[src/rtl/bitwise_pkg.sv]
// bitwise_pkg: shared op codes and op type for the bitwise stream unit
package bitwise_pkg;
    typedef logic [2:0] op_t;
    localparam op_t OP_AND   = 3'd0;
    localparam op_t OP_OR    = 3'd1;
    localparam op_t OP_XOR   = 3'd2;
    localparam op_t OP_NAND  = 3'd3;
    localparam op_t OP_NOR   = 3'd4;
    localparam op_t OP_XNOR  = 3'd5;
    localparam op_t OP_ACCX  = 3'd6;
    localparam op_t OP_ACCLD = 3'd7;
endpackage

[src/rtl/bitwise_fifo.sv]
// bitwise_fifo: registered-full FIFO; ready never looks at the pop side, so there is no bypass
module bitwise_fifo #(
    parameter int WIDTH = 18,
    parameter int DEPTH = 2
) (
    input  logic             clk,
    input  logic             reset,
    input  logic             push_valid,
    output logic             push_ready,
    input  logic [WIDTH-1:0] push_data,
    output logic             pop_valid,
    input  logic             pop_ready,
    output logic [WIDTH-1:0] pop_data
);
    localparam int AW = $clog2(DEPTH);
    localparam logic [AW:0] FULL = (AW + 1)'(DEPTH);
    logic [WIDTH-1:0] mem [DEPTH];
    logic [AW-1:0] wr_ptr, rd_ptr;
    logic [AW:0] count;
    logic push, pop;
    assign push_ready = count < FULL;
    assign pop_valid  = count != '0;
    assign pop_data   = pop_valid ? mem[rd_ptr] : '0;
    assign push       = push_valid && push_ready;
    assign pop        = pop_valid && pop_ready;
    always_ff @(posedge clk or posedge reset) begin
        if (reset) begin
            wr_ptr <= '0;
            rd_ptr <= '0;
            count  <= '0;
        end else begin
            if (push) wr_ptr <= wr_ptr + 1'b1;
            if (pop) rd_ptr <= rd_ptr + 1'b1;
            count <= push && !pop ? count + 1'b1 : !push && pop ? count - 1'b1 : count;
        end
    end
    always_ff @(posedge clk) begin
        if (push) mem[wr_ptr] <= push_data;
    end
endmodule

[src/rtl/bitwise_stream_unit.sv]
// bitwise_stream_unit: streaming bitwise logic unit with XOR accumulator and output FIFO
module bitwise_stream_unit
    import bitwise_pkg::*;
#(
    parameter int WIDTH = 16,
    parameter int DEPTH = 2
) (
    input  logic             clk,
    input  logic             reset,
    input  logic             in_valid,
    output logic             in_ready,
    input  logic [WIDTH-1:0] a,
    input  logic [WIDTH-1:0] b,
    input  logic [2:0]       op,
    output logic             out_valid,
    input  logic             out_ready,
    output logic [WIDTH-1:0] out,
    output logic             zr,
    output logic             par
);
    logic [WIDTH-1:0] acc, result;
    logic [WIDTH+1:0] head;
    logic fire;
    always_comb begin
        result = '0;
        case (op)
            OP_AND:   result = a & b;
            OP_OR:    result = a | b;
            OP_XOR:   result = a ^ b;
            OP_NAND:  result = ~(a & b);
            OP_NOR:   result = ~(a | b);
            OP_XNOR:  result = ~(a ^ b);
            OP_ACCX:  result = acc ^ a;
            default:  result = a;
        endcase
    end
    assign fire = in_valid && in_ready;
    always_ff @(posedge clk or posedge reset) begin
        if (reset) acc <= '0;
        else if (fire && (op == OP_ACCX || op == OP_ACCLD)) acc <= result;
    end
    bitwise_fifo #(.WIDTH(WIDTH + 2), .DEPTH(DEPTH)) u_fifo (
        .clk        (clk),
        .reset      (reset),
        .push_valid (in_valid),
        .push_ready (in_ready),
        .push_data  ({^result, result == '0, result}),
        .pop_valid  (out_valid),
        .pop_ready  (out_ready),
        .pop_data   (head)
    );
    assign {par, zr, out} = head;
endmodule

[config.mk]
export PLATFORM = sky130hd
export DESIGN_NAME = bitwise_stream_unit
export DESIGN_NICKNAME = d
export VERILOG_FILES = /design/src/rtl/bitwise_pkg.sv /design/src/rtl/bitwise_fifo.sv /design/src/rtl/bitwise_stream_unit.sv
export SDC_FILE = /design/constraint.sdc
export NUM_CORES = 1
export LEC_CHECK = 0
export ABC_AREA = 1
export BUFFER_PORTS_ARGS = -buffer_cell sky130_fd_sc_hd__buf_4
export CAP_MARGIN = 20
export CORE_MARGIN = 1
export CORE_UTILIZATION = 47
export DETAILED_ROUTE_END_ITERATION = 6
export PLACE_DENSITY = 0.75
export SYNTH_ARGS = -nofsm -noshare
export SYNTH_HDL_FRONTEND = slang
export SYNTH_SLANG_ARGS = --single-unit
[constraint.sdc]
create_clock -name clk -period 2.6 [get_ports clk]
set_clock_uncertainty 0.1 [all_clocks]
set_input_delay 0.52 -clock clk [delete_from_list [all_inputs] [get_ports clk]]
set_output_delay 0.52 -clock clk [all_outputs]
set_load 0.1 [all_outputs]
==> impl_metrics.tcl <==
set metrics [dict create \
    run_status "complete, no violations" \
    dr.first_iter.drc_count 227 \
    dieArea_sq_um 10090 \
    final_nets 843 \
    combinationalPowerShare 0.628 \
    coreArea_sq_um 9328 \
    yosysWarnings 0 \
    cap_violations 0 \
    max_freq_mhz 419.5 \
    syn_area_per_cell_sq_um 6.678 \
    placed_area_sq_um 5507 \
    post-route-drc-count 0 \
    drtPass1Iterations 5 \
    slowest_delay_ps 330 \
    grtUsageTotal 0.2494 \
    tns_ps 0 \
    post_cts.repair.setup_buffers 0 \
    pwr_density_cell_nw_per_um2 925.5 \
    p_int_w 0.002315 \
    cts_buffers 5 \
    worstPathArrival_ps 2350 \
    finalSetupViolations 0 \
    io-pin-count 59 \
    syn_to_final_growth_pct 22.97 \
    die_h_um 100.4 \
    cp_data_required_time_ps 2560 \
    tightest_slew_ps 603.4 \
    antenna_found_initial 0 \
    switchingPower_w 0.002868 \
    path_common_cell "nand2_1" \
    fin_crit_sh 0.9167 \
    worstSetupPathType "input pin to register" \
    num_rows 35 \
    dp_slack_ps -61.40 \
    diodes 0 \
    yosysUniqueCellTypes 20 \
    post_drt_wl_per_cell_um 13.35 \
    hold_path.class "input pin to async pin" \
    hold_violations 0 \
    critPathCaptureType "register" \
    gp_congestion 0.8930 \
    vdd_drop_max_uv 1046 \
    grt_pass1_wl_um 19900 \
    p_clk_frac 0.097 \
    path_buf_inv 4 \
    drt-total-wl_um 11930 \
    clkSlewWorstSetupHoldPaths_ps 110 \
    reg2reg_slack_ps 460 \
    stdcell_area_sq_um 5600 \
    utilization 0.6004 \
    syn_nets 762 \
    min_period_ps 2384 \
    synth_seq_cells 56 \
    slew_viol_final 0 \
    instances_no_fill 893 \
    grt_max_degree 40 \
    setup_slack_ps 216.5 \
    num_vias 4495 \
    swShare 0.5534 \
    cts_tree "yes" \
    cts_buffer_depth 2 \
    initial_core_util 0.4883 \
    die_w_um 100.4 \
    overflow 0 \
    p_seq_frac 0.275 \
    syn_area_sq_um 4554 \
    cts_max_level 2 \
    critPathMaxFanout 14 \
    grt_pass1_vias 4484 \
    critPathLaunchType "input pin" \
    relSlewSlack 0.5973 \
    yosysSeqAreaShare 0.3473 \
    synth_cells 682 \
    cts.sinks 56 \
    detailed_place_hpwl_um 8633 \
    crit_family "simple AND/OR/NAND/NOR gates" \
    root_buffer "clkbuf_8" \
    io_buffers 58 \
    clkLatencyLatePin_ps 320 \
    cp_slowest_cell "ha_1" \
    cts.hold.buffers_added 0 \
    postCtsResizedCells 0 \
    vias_per_cell 5.034 \
    drive_above_1_share 0.1846 \
    ant_nets 0 \
    crit_chain "buf_4 > inv_2 > buf_4 > nand4_1 > nand2_1 > nor2_1 > nand2_1 > nand2_1 > ha_1 > xnor2_1 > xnor2_1 > inv_1 > nand2_1 > nand2_1" \
    p_leak_nw 3.122 \
    rsz0062_at_grt "no" \
    dp.cells 885 \
]
[per-stage QoR]
step	hold WS (ps)	power [W]
2_1_floorplan	367.4	0.003926
3_3_place_gp	384.3	0.004618
3_5_place_dp	391.1	0.004707
4_1_cts	143.1	0.005219
5_1_grt	166.5	0.005499
6_report	149.6	0.005183
[logic make-up after synthesis]
family          Yosys count  share of synthesized area
simple gates            400                     0.3662
buf+inv                 153                     0.1305
flops                    56                     0.3473
fa+ha+maj                41                     0.1126
compound gates           22                    0.02417
xor+xnor                 10                    0.01923
[cell usage in the layout, fill, tap and decap left out]
cell and n:
inv_6 2, nor2_4 1, buf_12 6, inv_2 4, a21oi_2 18, o21ai_0 1, nand2_1 258, nor2_2 7
nand3_1 81, dfrtp_1 20, clkbuf_8 5, nor2_1 34, inv_1 121, ha_1 41, nand2_2 1, xor2_1 4
a21oi_1 3, xnor2_1 6, nand4_1 18, clkinvlp_4 1, buf_4 96, edfxtp_1 36
[path summary, 6_finish.rpt]
kind | startpoint | endpoint | depth (start not counted)
setup / recovery | op[0] | u_fifo.mem[0][17]$_DFFE_PP_ | 14
max in group asynchronous | reset | acc[3]$_DFFE_PP0P_ | 3
hold / removal | reset | acc[7]$_DFFE_PP0P_ | 3
min in group clk | out_ready | u_fifo.rd_ptr$_DFFE_PP0P_ | 3
setup reg to reg | acc[11]$_DFFE_PP0P_ | u_fifo.mem[0][17]$_DFFE_PP_ | 14
hold reg to reg | acc[1]$_DFFE_PP0P_ | acc[1]$_DFFE_PP0P_ | 2
[routing by layer]
layer / GRT usage / vias up / routed length (um)
met5: 0 / - / 0
met2: 0.4557 / 147 / 6024
li1: - / 2268 / -
met1: 0.2931 / 2063 / 4971
met3: 0.03621 / 17 / 746
met4: 0.09810 / 0 / 185
[worst reg2reg max path, delay by kind of cell (launching register included)]
kind | cells | cell delay, ps
simple gates | 9 | 570
buf+inv | 2 | 130
fa+ha+maj | 1 | 300
flops | 1 | 410
xor+xnor | 2 | 370
[registers in the layout, indices dropped and copies added, names as in the netlist]
name and flops:
acc 16, u_fifo.wr_ptr 1, u_fifo.count 2, u_fifo.mem 36, u_fifo.rd_ptr 1
[synth_stat cells]
cell type	n	share of area
buf_4	1	0.0016
clkbuf_1	10	0.0082
nor2_4	1	0.0025
nand4_1	18	0.025
nand2_1	258	0.21
nand2_2	1	0.0014
xnor2_1	6	0.012
nor2_2	4	0.0055
ha_1	41	0.11
nor2_1	37	0.030
inv_2	4	0.0033
xor2_1	4	0.0077
a21oi_1	21	0.023
edfxtp_1	36	0.24
buf_1	4	0.0033
nand3_1	81	0.089
buf_2	13	0.014
o21ai_0	1	0.0011
inv_1	121	0.10
dfrtp_1	20	0.11
[power groups by stage]
stage	registers, W	logic (W)	clock network (W)
after CTS	0.00143	0.00327	0.000522
after global routing	0.00146	0.00348	0.000554
after detailed placement	0.00145	0.00326	0
final	0.00143	0.00325	0.000501
after global placement	0.00143	0.00319	0
after floorplan	0.00139	0.00253	0
[cell type report]
type                            count  area, sq um
Multi-Input combinational cell    473         2454
Sequential cell                    56         1582
Clock buffer                        5        68.82
Tap cell                          129        161.4
Clock inverter                      3        25.02
Fill cell                         864         3727
Inverter                          125        469.2
Timing Repair Buffer              102        840.8
No activity file was read; power rests on OpenSTA's default activity.
